<file path="src/rtl/ecdsa_csr_slave.sv">
// ecdsa_csr_slave
// ---------------------------------------------------------------------------
// AXI4-Lite responder for the ECDSA core's control/status register file.
// It holds COMMAND, RXADDR, TXADDR and scratch words and presents them to
// the core. A read of word 0 returns the core's live STATUS word instead of
// COMMAND, so the host can poll for completion.
//
// Parameters:
//   NUM_REGS  number of 32-bit word registers (word indices 0..NUM_REGS-1,
//             must be at least 3)
//   ADDR_W    AXI byte-address width
//
// Ports:
//   clk, resetn              clock, asynchronous active-low reset
//   s_axi_csrs_aw*/w*/b*     AXI4-Lite write address, data, response
//   s_axi_csrs_ar*/r*        AXI4-Lite read address, data
//   status                   core status word (bit 0 = done), read at word 0
//   command, command_wr      COMMAND register and its one-cycle write pulse
//   rxaddr, txaddr           RXADDR and TXADDR registers
//
// Build option:
//   ECDSA_CSR_WSTRB_EN  when defined, byte lanes are written only where
//                       wstrb is set; otherwise every write replaces all
//                       32 bits.
// ---------------------------------------------------------------------------
module ecdsa_csr_slave #(
    parameter int unsigned NUM_REGS = 4,
    parameter int unsigned ADDR_W   = 12
) (
    input  logic              clk,
    input  logic              resetn,
    input  logic [ADDR_W-1:0] s_axi_csrs_awaddr,
    input  logic              s_axi_csrs_awvalid,
    output logic              s_axi_csrs_awready,
    input  logic [31:0]       s_axi_csrs_wdata,
    input  logic [3:0]        s_axi_csrs_wstrb,
    input  logic              s_axi_csrs_wvalid,
    output logic              s_axi_csrs_wready,
    output logic [1:0]        s_axi_csrs_bresp,
    output logic              s_axi_csrs_bvalid,
    input  logic              s_axi_csrs_bready,
    input  logic [ADDR_W-1:0] s_axi_csrs_araddr,
    input  logic              s_axi_csrs_arvalid,
    output logic              s_axi_csrs_arready,
    output logic [31:0]       s_axi_csrs_rdata,
    output logic [1:0]        s_axi_csrs_rresp,
    output logic              s_axi_csrs_rvalid,
    input  logic              s_axi_csrs_rready,
    input  logic [31:0]       status,
    output logic [31:0]       command,
    output logic              command_wr,
    output logic [31:0]       rxaddr,
    output logic [31:0]       txaddr
);

    localparam int unsigned IDX_W  = ADDR_W - 2;
    localparam logic [1:0]  OKAY   = 2'b00;
    localparam logic [1:0]  SLVERR = 2'b10;

    typedef enum logic [1:0] {W_IDLE, W_HOLD, W_RESP} wstate_t;
    typedef enum logic       {R_IDLE, R_RESP} rstate_t;

    wstate_t          wstate;
    rstate_t          rstate;
    logic [31:0]      regs [NUM_REGS];

    logic             aw_full;
    logic             w_full;
    logic             ar_full;
    logic [IDX_W-1:0] aw_idx;
    logic [IDX_W-1:0] ar_idx;
    logic [31:0]      w_data;

    logic             aw_hs;
    logic             w_hs;
    logic             ar_hs;
    logic             aw_in_range;
    logic             ar_in_range;
    logic [31:0]      rd_val;
    logic             unused_bits;

`ifdef ECDSA_CSR_WSTRB_EN
    logic [3:0]       w_strb;

    function automatic logic [31:0] merge_strb(input logic [31:0] old_val,
                                               input logic [31:0] new_val,
                                               input logic [3:0]  strb);
        logic [31:0] res;
        for (int k = 0; k < 4; k++) begin
            res[8*k +: 8] = strb[k] ? new_val[8*k +: 8] : old_val[8*k +: 8];
        end
        return res;
    endfunction

    assign unused_bits = ^{s_axi_csrs_awaddr[1:0], s_axi_csrs_araddr[1:0]};
`else
    assign unused_bits = ^{s_axi_csrs_awaddr[1:0], s_axi_csrs_araddr[1:0],
                           s_axi_csrs_wstrb};
`endif

    assign aw_hs       = s_axi_csrs_awvalid & s_axi_csrs_awready;
    assign w_hs        = s_axi_csrs_wvalid  & s_axi_csrs_wready;
    assign ar_hs       = s_axi_csrs_arvalid & s_axi_csrs_arready;
    assign aw_in_range = 32'(aw_idx) < NUM_REGS;
    assign ar_in_range = 32'(ar_idx) < NUM_REGS;

    assign command = regs[0];
    assign rxaddr  = regs[1];
    assign txaddr  = regs[2];

    // Word 0 reads back STATUS, never COMMAND; out-of-range indices read 0.
    always_comb begin
        rd_val = '0;
        if (ar_idx == '0) begin
            rd_val = status;
        end else begin
            for (int unsigned i = 1; i < NUM_REGS; i++) begin
                if (32'(ar_idx) == i) rd_val = regs[i];
            end
        end
    end

    // Write channel: AW and W fill independent slots; once both are full the
    // following edge commits and raises bvalid. Readies are registered and
    // stay low while a slot is occupied or a response is outstanding.
    always_ff @(posedge clk or negedge resetn) begin
        if (!resetn) begin
            wstate             <= W_IDLE;
            aw_full            <= 1'b0;
            w_full             <= 1'b0;
            aw_idx             <= '0;
            w_data             <= '0;
`ifdef ECDSA_CSR_WSTRB_EN
            w_strb             <= '0;
`endif
            s_axi_csrs_awready <= 1'b0;
            s_axi_csrs_wready  <= 1'b0;
            s_axi_csrs_bvalid  <= 1'b0;
            s_axi_csrs_bresp   <= OKAY;
            command_wr         <= 1'b0;
            for (int unsigned i = 0; i < NUM_REGS; i++) regs[i] <= '0;
        end else begin
            command_wr <= 1'b0;
            case (wstate)
                W_IDLE, W_HOLD: begin
                    if (aw_full && w_full) begin
                        if (aw_in_range) begin
                            for (int unsigned i = 0; i < NUM_REGS; i++) begin
                                if (32'(aw_idx) == i) begin
`ifdef ECDSA_CSR_WSTRB_EN
                                    regs[i] <= merge_strb(regs[i], w_data, w_strb);
`else
                                    regs[i] <= w_data;
`endif
                                end
                            end
                            // Pulses even when the value is unchanged so the
                            // core can re-issue the same command.
                            if (aw_idx == '0) command_wr <= 1'b1;
                        end
                        s_axi_csrs_bresp  <= aw_in_range ? OKAY : SLVERR;
                        s_axi_csrs_bvalid <= 1'b1;
                        aw_full           <= 1'b0;
                        w_full            <= 1'b0;
                        wstate            <= W_RESP;
                    end else begin
                        if (aw_hs) begin
                            aw_full <= 1'b1;
                            aw_idx  <= s_axi_csrs_awaddr[ADDR_W-1:2];
                        end
                        if (w_hs) begin
                            w_full <= 1'b1;
                            w_data <= s_axi_csrs_wdata;
`ifdef ECDSA_CSR_WSTRB_EN
                            w_strb <= s_axi_csrs_wstrb;
`endif
                        end
                        s_axi_csrs_awready <= ~(aw_full | aw_hs);
                        s_axi_csrs_wready  <= ~(w_full | w_hs);
                        wstate <= (aw_full | aw_hs | w_full | w_hs) ? W_HOLD : W_IDLE;
                    end
                end
                W_RESP: begin
                    if (s_axi_csrs_bready) begin
                        s_axi_csrs_bvalid  <= 1'b0;
                        s_axi_csrs_awready <= 1'b1;
                        s_axi_csrs_wready  <= 1'b1;
                        wstate             <= W_IDLE;
                    end
                end
                default: wstate <= W_IDLE;
            endcase
        end
    end

    // Read channel: the address is latched at the AR handshake and the data
    // (including STATUS) is sampled on the next edge, then held until rready.
    always_ff @(posedge clk or negedge resetn) begin
        if (!resetn) begin
            rstate             <= R_IDLE;
            ar_full            <= 1'b0;
            ar_idx             <= '0;
            s_axi_csrs_arready <= 1'b0;
            s_axi_csrs_rvalid  <= 1'b0;
            s_axi_csrs_rdata   <= '0;
            s_axi_csrs_rresp   <= OKAY;
        end else begin
            case (rstate)
                R_IDLE: begin
                    if (ar_full) begin
                        s_axi_csrs_rdata  <= rd_val;
                        s_axi_csrs_rresp  <= ar_in_range ? OKAY : SLVERR;
                        s_axi_csrs_rvalid <= 1'b1;
                        ar_full           <= 1'b0;
                        rstate            <= R_RESP;
                    end else begin
                        if (ar_hs) begin
                            ar_full <= 1'b1;
                            ar_idx  <= s_axi_csrs_araddr[ADDR_W-1:2];
                        end
                        s_axi_csrs_arready <= ~ar_hs;
                    end
                end
                R_RESP: begin
                    if (s_axi_csrs_rready) begin
                        s_axi_csrs_rvalid  <= 1'b0;
                        s_axi_csrs_arready <= 1'b1;
                        rstate             <= R_IDLE;
                    end
                end
            endcase
        end
    end

endmodule

</file>
<file path="config.mk">
export PLATFORM = sky130hd
export DESIGN_NAME = ecdsa_csr_slave
export DESIGN_NICKNAME = d
export VERILOG_FILES = /design/src/rtl/ecdsa_csr_slave.sv
export SDC_FILE = /design/constraint.sdc
export NUM_CORES = 1
export LEC_CHECK = 0
export BUFFER_PORTS_ARGS = -buffer_cell sky130_fd_sc_hd__buf_2
export CAP_MARGIN = 20
export CORE_AREA = 3 3 148 150
export CTS_CLUSTER_DIAMETER = 100
export CTS_CLUSTER_SIZE = 8
export DETAILED_ROUTE_END_ITERATION = 12
export DIE_AREA = 0 0 151 153
export MAX_ROUTING_LAYER = met4
export PLACE_DENSITY = 0.75
export REMOVE_ABC_BUFFERS = 1
export SLEW_MARGIN = 20
export SYNTH_ARGS = -nofsm -noshare
export SYNTH_HDL_FRONTEND = slang
export SYNTH_SLANG_ARGS = --single-unit
</file>
<file path="constraint.sdc">
create_clock -name clk -period 2.3 [get_ports clk]
set_input_delay 0 -clock clk [delete_from_list [all_inputs] [get_ports clk]]
set_output_delay 0 -clock clk [all_outputs]
set_load 0.1 [all_outputs]
</file>
==> key figures <==
Run status
  • Status: complete, no violations

Logic synthesis
  • Syn Std Cell Area: 10,030 µm²
  • Synth Instances: 657
  • Post-synth cell types: 33
  • Post-synth EDFFs: 0
  • Synth area leaders: dfrtp_1 (56%), mux2_2 (16%), buf_4 (7.3%), mux4_2 (7.2%), mux2_4 (4.3%)
  • Seq/Total Area, Yosys: 56.40%
  • Synth area leader: dfrtp_1
  • Most used DFF post-synth: dfrtp_1
  • Post-Syn Area per Cell: 15.26 µm²
  • Yosys warnings: 0
  • FF+latch count, synth: 226
  • Top-area cell type share of the netlist area: 56.40%
  • Async set-reset flop share out of synthesis: 100.0%

Worst setup path
  • Crit-path slowest cell: or4_4
  • Critical path buffer and inverter count: 2
  • CP Cell Sequence: or4_4, buf_4, nor4_4, buf_12, mux2_2
  • Critical path class: flip-flop to flip-flop
  • Startpoint class of the critical path: flip-flop
  • CP required: 2660 ps
  • Max incr delay on CP: 540 ps
  • CP max FO: 20
  • Worst endpoint data arrival time: 2570 ps
  • Top delay family on crit path: simple AND/OR/NAND/NOR gates
  • Critical Path End Type: flip-flop

Floorplan
  • Die H: 153 µm
  • Die width: 151 µm
  • Row Count: 53
  • Initial Util: 48.16%
  • I/O Pins: 237
  • CORE AREA: 20,820 µm²
  • Full die area: 23,100 µm²

Global route
  • Vias in the first global route: 6,921
  • Initial antenna violation count: 0
  • GR Overflow Total: 0
  • Largest net degree at the start of global routing: 95
  • Total GRT Usage: 22.28%
  • Global-route wire length before repair: 38.72 mm

STA
  • RSZ-0062 raised after global routing: false
  • Setup_tns: 0 ps
  • Slew Viols, Final: 0
  • Worst relative slew slack: 52.14%
  • Setup ws final: 87.57 ps
  • Period utilization: 96.19%
  • Min cycle time layout: 2212 ps
  • # setup viols final: 0
  • Final Skew: 9.679 ps
  • FMAX: 0.4520 GHz
  • Worst slew pin tran: 717.9 ps
  • Hold Slack: 161.7 ps
  • Endpoints failing hold: 0

Run
  • Maxcap violations: 0

Placed design
  • Gpl congestion: 0.7766
  • Final HPWL DP: 15.07 mm
  • Post-DP Area: 10,990 µm²
  • Dpl ws: -36.30 ps
  • I/O Buffers: 226
  • Placed cells: 1,052

Clocking
  • Post-CTS setup buffer count: 0
  • CTS tree: built
  • Skew-Pair Late Insertion Delay: 480 ps
  • CTS Sinks: 226
  • CTS H-tree lvls: 2
  • Cts bufs inserted: 34
  • Reg clk slew, reported paths: 50 ps
  • Cell chosen for the clock root: clkbuf_16
  • Clk buf depth: 3

Route
  • Via count: 6,247
  • 1st-iter DRT viols: 231
  • WL/cell: 20.90 µm
  • Post-Route WL: 24.73 mm
  • Post-DRT Antenna Nets: 0
  • DRT Pass-1 Iters: 6
  • Via-to-Cell Ratio: 5.281
  • DRC Markers: 0

Layout
  • Fillers: 1,525
  • Share of layout cells above drive strength 1: 56.06%
  • Antenna cells: 0
  • Fin cells: 1,183
  • Most frequent cells in the layout: buf_2 (225), dfrtp_1 (224), mux2_2 (146), dlygate4sd3_1 (90), clkbuf_16 (37)
  • Layout area overhead: 28.43%
  • Most common cell after layout, fill and taps aside: buf_2
  • Post-route cell area: 12,880 µm²
  • Final nets: 1,003

Power
  • Pleak: 6.656 nW
  • Worst vdd ir: 1.009 mV
  • P per Cell Area: 1131 nW/µm²

Worst hold path
  • Hold crit path type: input pin to asynchronous set/reset pin
path summary, 6_finish.rpt:
kind                       slack (ps)                                to                        startpoint  cells past startpoint
max                                90             rxaddr[0]$_DFFE_PN0P_             aw_idx[5]$_DFFE_PN0P_                      5
min                               160              regs[27]$_DFFE_PN0P_                            resetn                      2
max reg2reg                        90             rxaddr[0]$_DFFE_PN0P_             aw_idx[5]$_DFFE_PN0P_                      5
min reg2reg                       490  s_axi_csrs_rdata[22]$_DFFE_PN0P_  s_axi_csrs_rdata[22]$_DFFE_PN0P_                      1
max in group asynchronous        1380             rxaddr[2]$_DFFE_PN0P_                            resetn                      3
min in group clk                  260               ar_full$_DFFE_PN0N_                s_axi_csrs_arvalid                      3
layout make-up:
type / instances / area (µm²) / share of cell area (%)
Timing Repair Buffer: 343 / 2417 / 18.77
Multi-Input combinational cell: 294 / 3497 / 27.16
Clock buffer: 39 / 933.4 / 7.248
Sequential cell: 226 / 5658 / 43.94
Tap cell: 275 / 344.1 / 2.672
Clock inverter: 1 / 8.758 / 0.06801
Inverter: 5 / 18.77 / 0.1457
metal layers:
metal	vias up	routed length (µm)	global-route usage [%]
li1	2760	-	-
met1	3199	10460	28.62
met2	235	12100	35.64
met3	53	1607	4.951
met4	0	565	6.693
met5	-	0	-
stage by stage:
step | utilization [%] | total power, mW
floorplan | - | 8.743
global placement | 52.77 | 9.941
detailed placement | 52.77 | 10.07
CTS | 61.81 | 14.67
global route | 61.84 | 15.23
finish | 61.84 | 14.57
cells by family (layout without fill, tap and decap cells):
kind of cell | after synthesis | in the layout | synth area share, %
other | 1 | 2 | 0.03740
muxes | 213 | 213 | 28.60
buffers and inverters | 138 | 388 | 9.184
and+or+nand+nor | 32 | 32 | 2.009
DFF | 226 | 226 | 56.40
AOI/OAI and AO/OA | 47 | 47 | 3.768
synthesized netlist by cell type, types with 6 or more instances:
master,count
mux2_4,29
mux4_2,32
clkbuf_1,17
buf_2,10
buf_4,98
a22o_1,32
nor2_1,8
mux2_1,6
mux2_2,146
dfrtp_1,226
where the power goes:
group	total (mW)	switching, mW	internal (mW)
registers	5.62	0.845	4.78
logic	4.55	2.82	1.73
clock network	4.40	1.59	2.81
flip-flops by register name, summed over array words and instances, names as in the netlist, 2 cells and up:
signal            count
s_axi_csrs_rdata     32
wstate                2
regs                 32
w_data               32
rxaddr               32
aw_idx               10
ar_idx               10
command              32
txaddr               32
repair_timing:
item,CTS,global route
resized for setup,2,4
hold endpoints to repair,181,0
gates cloned,1,0
pin swaps,0,1
setup endpoints to repair,21,27
hold buffers,90,0
Power figures use the tool's default switching activity.
